[src/rtl/song_loader.sv]
// Song SRAM writer: assembles byte pairs into 16-bit words and writes them from BASE_ADDR up to the END word.
// Optional trailing XOR checksum byte is enabled by defining SONG_LOADER_CHECKSUM_EN.
module song_loader #(
    parameter logic [17:0] BASE_ADDR = 18'hff00,
    parameter int          MAX_WORDS = 256,
    parameter int          WE_CYCLES = 3
) (
    input  logic        CLK,
    input  logic        RST_N,
    input  logic        START,
    input  logic [7:0]  RX_DATA,
    input  logic        RX_VALID,
    output logic        RX_READY,
    output logic        SRAM_CE,
    output logic        SRAM_LB,
    output logic        SRAM_UB,
    output logic        SRAM_OE,
    output logic        SRAM_WE,
    output logic [17:0] SRAM_A,
    output logic [15:0] SRAM_DQ_OUT,
    output logic        SRAM_DQ_OE,
    output logic        BUSY,
    output logic        DONE,
    output logic        ERR,
    output logic [17:0] WORD_COUNT
);

    localparam int              WE_CNT_W  = (WE_CYCLES > 1) ? $clog2(WE_CYCLES) : 1;
    localparam logic [WE_CNT_W-1:0] WE_LAST = WE_CNT_W'(WE_CYCLES - 1);
    localparam logic [17:0]     MAX_COUNT = 18'(MAX_WORDS);

    typedef enum logic [3:0] {
        IDLE,
        HI,
        LO,
        SETUP,
        WRITE,
        HOLD,
`ifdef SONG_LOADER_CHECKSUM_EN
        CHECK,
`endif
        FIN,
        FAIL
    } state_t;

    state_t              state;
    state_t              stateNext;
    logic [15:0]         wordReg;
    logic [17:0]         wordCount;
    logic [WE_CNT_W-1:0] weCnt;
    logic                accept;
`ifdef SONG_LOADER_CHECKSUM_EN
    logic [7:0]          csum;
`endif

    function automatic logic isEnd(input logic [15:0] w);
        return w[15:12] == 4'b0000;
    endfunction

    assign accept = RX_VALID && RX_READY;

    always_ff @(posedge CLK) begin
        if (!RST_N) begin
            state <= IDLE;
        end else begin
            state <= stateNext;
        end
    end

    always_comb begin
        stateNext  = state;
        RX_READY   = 1'b0;
        SRAM_WE    = 1'b1;
        SRAM_DQ_OE = 1'b0;
        BUSY       = 1'b0;
        case (state)
            IDLE, FIN, FAIL: begin
                if (START) begin
                    stateNext = HI;
                end
            end
            HI: begin
                RX_READY = 1'b1;
                BUSY     = 1'b1;
                if (accept) begin
                    stateNext = LO;
                end
            end
            LO: begin
                RX_READY = 1'b1;
                BUSY     = 1'b1;
                // A full song area rejects the extra word before any write starts
                if (accept) begin
                    stateNext = (wordCount == MAX_COUNT) ? FAIL : SETUP;
                end
            end
            SETUP: begin
                BUSY       = 1'b1;
                SRAM_DQ_OE = 1'b1;
                stateNext  = WRITE;
            end
            WRITE: begin
                BUSY       = 1'b1;
                SRAM_DQ_OE = 1'b1;
                SRAM_WE    = 1'b0;
                if (weCnt == WE_LAST) begin
                    stateNext = HOLD;
                end
            end
            HOLD: begin
                BUSY       = 1'b1;
                SRAM_DQ_OE = 1'b1;
                if (isEnd(wordReg)) begin
`ifdef SONG_LOADER_CHECKSUM_EN
                    stateNext = CHECK;
`else
                    stateNext = FIN;
`endif
                end else begin
                    stateNext = HI;
                end
            end
`ifdef SONG_LOADER_CHECKSUM_EN
            CHECK: begin
                RX_READY = 1'b1;
                BUSY     = 1'b1;
                if (accept) begin
                    stateNext = (RX_DATA == csum) ? FIN : FAIL;
                end
            end
`endif
            default: begin
                stateNext = IDLE;
            end
        endcase
    end

    always_ff @(posedge CLK) begin
        if (!RST_N) begin
            wordReg   <= 16'h0000;
            wordCount <= 18'd0;
            weCnt     <= '0;
`ifdef SONG_LOADER_CHECKSUM_EN
            csum      <= 8'h00;
`endif
        end else begin
            case (state)
                IDLE, FIN, FAIL: begin
                    if (START) begin
                        wordCount <= 18'd0;
`ifdef SONG_LOADER_CHECKSUM_EN
                        csum      <= 8'h00;
`endif
                    end
                end
                HI: begin
                    if (accept) begin
                        wordReg[15:8] <= RX_DATA;
`ifdef SONG_LOADER_CHECKSUM_EN
                        csum          <= csum ^ RX_DATA;
`endif
                    end
                end
                LO: begin
                    if (accept) begin
                        wordReg[7:0] <= RX_DATA;
`ifdef SONG_LOADER_CHECKSUM_EN
                        csum         <= csum ^ RX_DATA;
`endif
                    end
                end
                SETUP: begin
                    weCnt <= '0;
                end
                WRITE: begin
                    weCnt <= weCnt + 1'b1;
                end
                HOLD: begin
                    // Count only after the strobe has fully completed
                    wordCount <= wordCount + 18'd1;
                end
                default: begin
                end
            endcase
        end
    end

    // DONE/ERR are sticky simply because FIN/FAIL are held until the next START
    assign DONE        = (state == FIN);
    assign ERR         = (state == FAIL);
    assign SRAM_OE     = BUSY;
    assign SRAM_CE     = 1'b0;
    assign SRAM_LB     = 1'b0;
    assign SRAM_UB     = 1'b0;
    assign SRAM_A      = BASE_ADDR + wordCount;
    assign SRAM_DQ_OUT = wordReg;
    assign WORD_COUNT  = wordCount;

endmodule

[config.mk]
export PLATFORM = sky130hd
export DESIGN_NAME = song_loader
export DESIGN_NICKNAME = d
export VERILOG_FILES = /design/src/rtl/song_loader.sv
export SDC_FILE = /design/constraint.sdc
export NUM_CORES = 1
export LEC_CHECK = 0
export CORE_UTILIZATION = 49
export CTS_CLUSTER_SIZE = 20
export DETAILED_ROUTE_END_ITERATION = 16
export GPL_ROUTABILITY_DRIVEN = 1
export GPL_TIMING_DRIVEN = 0
export PLACE_DENSITY = 0.85
export SLEW_MARGIN = 20
export SYNTH_ARGS = -nofsm -noshare
export SYNTH_HDL_FRONTEND = slang
export SYNTH_SLANG_ARGS = --single-unit
[constraint.sdc]
create_clock -name CLK -period 3.15 [get_ports CLK]
set_clock_uncertainty 0.05 [all_clocks]
set_input_delay 0.63 -clock CLK [delete_from_list [all_inputs] [get_ports CLK]]
set_output_delay 0.63 -clock CLK [all_outputs]
set_load 0.01 [all_outputs]
# --- Word-level counts from Yosys, hierarchy flattened ---
# Index checks and enable logic that the tools add are counted.
classes:
  n_addsub: 3
  n_mul: 0
  div_mod_pow: 0
  order_cmp: 0
  n_eq_ne: 13
  shift: 0
  mux: 14
  n_bitwise: 0
  n_reduce_logical: 13
op_table:
  columns: ["op", "n"]
  rows:
  - ["case mux 18 bit (2 select lines)", 1]
  - ["case mux 4 bit (6 select lines)", 1]
  - ["adder 16 x 18 -> 18 bit (first input constant)", 1]
  - ["adder 18 x 1 -> 18 bit (second input constant)", 1]
  - ["== test 18 x 9 -> 1 bit (second input constant)", 1]
  - ["2-to-1 mux 18 bit", 1]
  - ["== test 4 x 3 -> 1 bit (second input constant)", 4]
  - ["2-to-1 mux 4 bit", 4]
  - ["== test 4 x 2 -> 1 bit (second input constant)", 2]
  - ["logical NOT 4 bit", 2]
  - ["!= test 2 bit (second input constant)", 4]
  - ["2-to-1 mux 3 bit", 2]
  - ["AND reduction 2 bit", 3]
  - ["OR reduction 3 bit", 2]
  - ["OR reduction 5 bit", 1]
  - ["== test 4 x 1 -> 1 bit (second input constant)", 1]
  - ["2-to-1 mux 1 bit", 4]
  - ["case mux 2 bit (2 select lines)", 1]
  - ["AND reduction 4 bit", 1]
  - ["nonzero test 2 bit", 2]
  - ["adder 2 x 1 -> 2 bit (second input constant)", 1]
  - ["== test 2 bit (second input constant)", 1]
  - ["OR reduction 2 bit", 1]
  - ["logical AND 1 bit", 1]
word_totals:
  regBits: 40
  latch_bits: 0
  ramBits: 0
  mem_bits_ro: 0
  output_inout_bits: 62
  word_cells: 48
  memories: 0

# --- Longest topological paths before layout ---
# Gate-level depths: netlist of the first run.
logic_depth:
  word_depth: 6
  mapped_depth: 7

# --- Worst setup path after synthesis of the first run ---
# OpenSTA, ideal clock, no wires.
synth_timing:
  kind: "reg-to-output"
  startpoint: "reg wordCount[9] (netlist: WORD_COUNT[9])"
  endpoint: "out SRAM_A[17]"
  arrival_ns: 1.729
  path_slack_ns: 0.741
  stages_incl_launch_ff: 6
  path_cell_list: "dfxtp_1 buf_6 or4_4 or4_4 o21ai_2 xnor2_1"
synth_via:
  elab_chain_len: 1
synth_lines:
  columns: ["element", "line_no", "source"]
  rows:
  - ["start, declared", "49", "logic [17:0] wordCount;"]
  - ["start signal, assigned", "180", "wordCount <= wordCount + 18'd1;"]
  - ["adder 16 x 18 -> 18 bit", "195", "assign SRAM_A = BASE_ADDR + wordCount;"]
  - ["end, declared", "19", "output logic [17:0] SRAM_A,"]
# No other way between the ends.

# --- Worst setup path in the final report of the first run ---
layout_timing:
  startpoint: "reg state[2]"
  endpoint: "out SRAM_DQ_OE"
layout_via:
  elab_chain_len: 3
layout_lines:
  columns: ["element", "line_no", "source"]
  rows:
  - ["start, declared", "46", "state_t state;"]
  - ["start signal, assigned", "66", "state <= stateNext;"]
  - ["== test 4 x 3 -> 1 bit or == test 4 x 2 -> 1 bit (tied branches)", "76", "case (state)"]
  - ["OR reduction 3 bit (no source line) (*)", null, null]
  - ["2-to-1 mux 1 bit (*)", "76", null]
  - ["end, declared", "21", "output logic SRAM_DQ_OE,"]
# Mark *: on every way between the ends. The rest lies on a longest branch, timed or not.

==> results of run 1 <==
[repair_timing]
item | CTS | global route
setup endpoints to repair | 1 | 1
resized for setup | 1 | 1
gates cloned | 0 | 0
hold endpoints to repair | 0 | 0
hold buffers | 0 | 0
[flip-flops by register name (all words and copies together), names as in the netlist]
name,cells
WORD_COUNT,18
SRAM_DQ_OUT,16
state,3
weCnt,2
[synthesized netlist by cell type (all sizes together)]
cell      n
nand2    37
o311ai    1
inv      10
a221oi    1
buf      20
a21oi    19
and3      4
nor4      5
xnor2     4
nand3b    3
xor2      4
nand2b    7
and2      2
o41ai     2
mux2i    14
o2111a    1
and4      1
or4       3
a31oi     6
o2111ai   2
a22o      1
nor2b     3
clkbuf    9
conb      1
o21a      1
or3b      1
nor2     23
dfxtp    39
a21boi    1
o21ai    11
nand4     3
a221o     2
nor4bb    1
ha        6
a211oi    1
a32o      1
nand3    17
nor3      6
o31ai     2
or2       1
[routing by layer]
| layer | track usage, % | wire length (um) |
|---|---|---|
| met5 | 0 | 0 |
| met4 | 7.94 | 57 |
| met3 | 6.83 | 433 |
| met2 | 39.5 | 2550 |
| met1 | 28.5 | 2300 |
[stage by stage]
stage	instances	utilization (%)	cell area (um^2)	worst slack (ns)
2_1_floorplan	278	-	2230	0.741
3_5_place_dp	400	68.8	2990	0.239
6_report	408	70.9	3090	0.170
5_1_grt	408	70.9	3090	0.0273
4_1_cts	408	70.9	3090	0.00230
3_3_place_gp	400	68.8	2990	0.247
[power breakdown]
part	switching, uW	internal (uW)	leakage, uW
Combinational	274	259	0.000835
Sequential	37.1	532	0.000315
Clock	197	158	0.0000408
Total	507	949	0.00119
[tightest hold or removal path, delay by kind of cell (launching register included)]
family,cells,cell delay [ns]
AND/OR/NAND/NOR,1,0.05
AO/OA/AOI/OAI,1,0.05
flip-flops,1,0.31
[worst paths after layout]
check	startpoint	to	slack [ns]	cells after the start
min reg2reg	SRAM_DQ_OUT[6]	SRAM_DQ_OUT[6]	0.41	2
min	SRAM_DQ_OUT[6]	SRAM_DQ_OUT[6]	0.41	2
max	state[2]	SRAM_DQ_OE	0.17	6
max reg2reg	WORD_COUNT[1]	WORD_COUNT[15]	1.05	4
[kinds of logic after synthesis]
kind of cell	count (synthesis)	synth area share, %
compound gates	52	14.9
xor+xnor	8	3.15
fa+ha+maj	6	3.38
buf+inv	39	9.69
flops	39	35.2
mux	14	6.31
other cells	1	0.169
simple gates	117	27.2
[cell type report]
cell class                      instances  area (um^2)
Buffer                                 29          178
Clock buffer                            5         68.8
Clock inverter                          3         23.8
Tap cell                               52         65.1
Multi-Input combinational cell        200         1230
Fill cell                             366         1270
Inverter                               10         37.5
Timing Repair Buffer                   70          702
Sequential cell                        39          781
==> out/results.ini, run 1 <==
[sta]
post-route-period-util_pct = 94.6
setup_violations = 0
max_freq_ghz = 0.336
finalMaxSlewViolations = 0
max_slew_margin_pct = 33.4
hold_violations = 0
period_minus_slack_ns = 2.98
fin_setup_tns_ns = 0
holdWs_ns = 0.406
grt_setup_unrepaired = false
tightest_slew_ns = 0.989

[floorplanning]
die_height_um = 69.3
die_w_um = 69.3
die-area_mm2 = 0.00481
ios = 74
core_area_mm2 = 0.00435
fp-row-count = 24
initial_core_util_pct = 51.0

[critical_path]
cp.arrival_ns = 2.30
cp_num_buf_inv = 3
cp.required_ns = 2.47
path_cells = buf_2 -> buf_2 -> nor2b_1 -> a21boi_0 -> nand2_1 -> clkdlybuf4s50_1
slowest_stage = a21boi_0
crit_top_cell = buf_2
slowest_delay_ns = 0.53
cp-end-kind = primary output
path_delay_family = buffers and inverters
start_kind = flop
path_class = reg -> out
cp_max_fo = 10

[final_layout]
final_nets = 373
layout_common_cells = clkdlybuf4s50_1, dfxtp_1, nand2_1
diodes = 0
final_common_cell = clkdlybuf4s50_1
drive_above_1_share_pct = 9.83
syn2layout_area_growth_pct = 39.0

[routing]
firstDrtPassIters = 4
drc = 0
via_count = 2226
post_drt_wl_per_cell_um = 13.1
vias_per_cell = 5.46
wirelength_um = 5350
postRouteAntennaNets = 0
first_iter_violations = 176

[outcome]
outcome = complete, no violations

[worst_hold_path]
hold_class = reg -> reg

[global_route]
antenna_found_initial = 0
grt_max_degree = 15
grt.total_usage_pct = 23.5
grt_pass1_wl_um = 9320
grt_pass1_vias = 2039
grt.overflow.total = 0

[power]
ir_worst_vdd_mv = 0.411
p_leak_uw = 0.00119
power.density_mw_per_mm2 = 471
finalPower_uw = 1460

[synthesis]
yosysTopAreaCell = dfxtp_1
postSynthCellCount = 276
ys_warn_count = 0
synth_cell_types = 48
avgSynthCellArea_um2 = 8.05
synth_top_area_share_pct = 35.2
yosysSeqAreaShare_pct = 35.2
synth_area_leaders = dfxtp_1, mux2i_1, nand2_1
ys_seq_elements = 39
netlist_area_mm2 = 0.00222

[clock_network]
clkLatencyLatePin_ns = 0.30
clk_pin_slew_ns = 0.09
post_cts_buffers = 0
clockBufferDepth = 2
cts_tree = done
numCtsBuffers = 5
cts_root_buf = clkbuf_8
h-tree-depth = 2
cts_sinks = 39

[place]
gp_congestion = 0.805
dp_hpwl_um = 3960
io_buffers = 70

[job]
drv_cap = 0

Power figures use the tool's default switching activity.
==> run 2, diff against run 1 <==
Clock period 3.15 ns to 3.5 ns, I/O delays scaled along.
==> run 2 against run 1 <==
- wire length about the same
- non-clock buffer count stayed put
- combinational power shrank 10%
- cell count unchanged
- critical endpoint is now SRAM_A[17]
- largest cell class unchanged
==> out/results.ini, run 2 (synthesis gave the netlist of run 1 again) <==
[outcome]
outcome = complete, no violations

[place]
io_buffers = 70  ; unchanged
place_area_mm2 = 0.00299  ; unchanged
dp_hpwl_um = 3960  ; unchanged
post-place-ws_ns = 0.519  ; +0.280 ns
gp_congestion = 0.805  ; unchanged

[critical_path]
cp-end-kind = primary output
cp.required_ns = 2.75  ; +0.28 ns
cp.depth = 6  ; unchanged
slowest_delay_ns = 0.54  ; about the same
cp.arrival_ns = 2.55  ; +0.25 ns
start_kind = flop
rr_worst_depth = 4  ; unchanged
path_cells = buf_6 -> or4_4 -> or4_4 -> o21ai_2 -> xnor2_1 -> clkdlybuf4s50_1
cp_max_fo = 8  ; -2
path_class = reg -> out
crit_top_cell = or4_4
cp_num_buf_inv = 2  ; -1
path_delay_family = simple AND/OR/NAND/NOR gates
slowest_stage = clkdlybuf4s50_1

[clock_network]
clockBufferDepth = 2  ; unchanged
post_cts_buffers = 0  ; unchanged
cts_tree = done
cts_sinks = 39  ; unchanged
numCtsBuffers = 5  ; unchanged
cts_root_buf = clkbuf_8
ctsResizeCount = 0  ; -1
clkLatencyLatePin_ns = 0.30  ; about the same
h-tree-depth = 2  ; unchanged
clk_pin_slew_ns = 0.09  ; about the same
cts_hold_buffers = 0  ; unchanged

[power]
swShare_pct = 34.8  ; about the same
power.density_mw_per_mm2 = 424  ; -10%
p_leak_uw = 0.00119  ; -0.37%
switching_power_uw = 456  ; -10%
seqPwrFrac_pct = 39.1  ; about the same
p_int_uw = 854  ; -10%
p_comb_share_pct = 36.5  ; about the same
clockPowerShare_pct = 24.4  ; about the same
ir_worst_vdd_mv = 0.370  ; -10%

[floorplanning]
die-area_mm2 = 0.00481  ; unchanged
die_w_um = 69.3  ; unchanged
core_area_mm2 = 0.00435  ; unchanged
fp-row-count = 24  ; unchanged
die_height_um = 69.3  ; unchanged
ios = 74  ; unchanged
initial_core_util_pct = 51.0  ; unchanged

[sta]
fin_setup_tns_ns = 0  ; unchanged
post-route-period-util_pct = 94.4
max_freq_ghz = 0.303
period_minus_slack_ns = 3.30
hold_violations = 0  ; unchanged
holdWs_ns = 0.406  ; unchanged
tightest_slew_ns = 0.989  ; +0.0000328 ns
setup_violations = 0  ; unchanged
worst_slack_ns = 0.197  ; +0.0272 ns
finalMaxSlewViolations = 0  ; unchanged
grt_setup_unrepaired = false
max_slew_margin_pct = 33.4  ; about the same

[job]
drv_cap = 0  ; unchanged

[routing]
wirelength_um = 5340  ; about the same
via_count = 2224  ; -0.090%
vias_per_cell = 5.45  ; about the same
postRouteAntennaNets = 0  ; unchanged
firstDrtPassIters = 4  ; unchanged
post_drt_wl_per_cell_um = 13.1  ; about the same
first_iter_violations = 176  ; unchanged
drc = 0  ; unchanged

[final_layout]
layout_common_cells = clkdlybuf4s50_1, dfxtp_1, nand2_1
diodes = 0  ; unchanged
largest_reg_flops = 18  ; unchanged
syn2layout_area_growth_pct = 39.0  ; about the same
final_common_cell = clkdlybuf4s50_1
final_nets = 373  ; unchanged
postLayoutCoreUtil_pct = 70.9  ; about the same
final_area_mm2 = 0.00309  ; about the same
drive_above_1_share_pct = 9.83  ; unchanged
fillers = 367  ; +0.27%

[global_route]
grt_max_degree = 15  ; unchanged
antenna_found_initial = 0  ; unchanged
grt_pass1_vias = 2039  ; unchanged
grt.total_usage_pct = 23.5  ; unchanged
grt_pass1_wl_um = 9320  ; unchanged
grt.overflow.total = 0  ; unchanged

[worst_hold_path]
min_delay_path_depth = 2  ; unchanged
hold_class = reg -> reg

run 2: cell types whose count changed in the layout (fill, tap and decap cells not counted), sizes merged:
cell	delta
clkdlybuf4s50	+2
dlygate4sd2	-1
dlymetal6s2s	-1
run 2: path summary, 6_finish.rpt:
| check | from | to | slack (ns) |
|---|---|---|---|
| min reg2reg | SRAM_DQ_OUT[6] | SRAM_DQ_OUT[6] | 0.41 |
| min | SRAM_DQ_OUT[6] | SRAM_DQ_OUT[6] | 0.41 |
| max reg2reg | WORD_COUNT[1] | WORD_COUNT[15] | 1.40 |
| max | WORD_COUNT[9] | SRAM_A[17] | 0.20 |
run 2: worst register-to-register path, delay by kind of cell (launching register included):
kind	cells	cell delay, ns
multiplexers	1	0.16
AND/OR/NAND/NOR	3	1.32
flip-flops	1	0.47
run 2: through the flow:
stage          power (uW)  cells
6_report             1310    408
4_1_cts              1310    408
3_3_place_gp          989    400
2_1_floorplan         818    278
3_5_place_dp          996    400
5_1_grt              1380    408
run 2: layout make-up:
cell class | instances | area (um^2) | share of cell area [%]
clock inverter | 3 | 23.8 | 0.770
clock buffer | 5 | 68.8 | 2.23
sequential | 39 | 781 | 25.3
timing repair buffer | 70 | 701 | 22.7
multi-input combinational | 200 | 1230 | 39.9
buffer | 29 | 178 | 5.76
inverter | 10 | 37.5 | 1.22
tap | 52 | 65.1 | 2.11
run 2: layer usage:
| layer | share of wire [%] | wire length, um | track usage [%] | vias up |
|---|---|---|---|---|
| met1 | 43 | 2300 | 28.5 | 1014 |
| met3 | 8.1 | 431 | 6.83 | 8 |
| met5 | 0 | 0 | 0 | - |
| li1 | - | - | - | 1110 |
| met2 | 48 | 2560 | 39.5 | 92 |
| met4 | 1.1 | 57 | 7.94 | 0 |
run 2: power by group through the flow:
| stage | Sequential (uW) | Clock [uW] | Combinational [uW] |
|---|---|---|---|
| after global placement | 520 | 0 | 469 |
| after floorplan | 526 | 0 | 292 |
| final | 512 | 320 | 478 |
| after detailed placement | 521 | 0 | 475 |
| after CTS | 512 | 324 | 479 |
| after global routing | 517 | 345 | 521 |
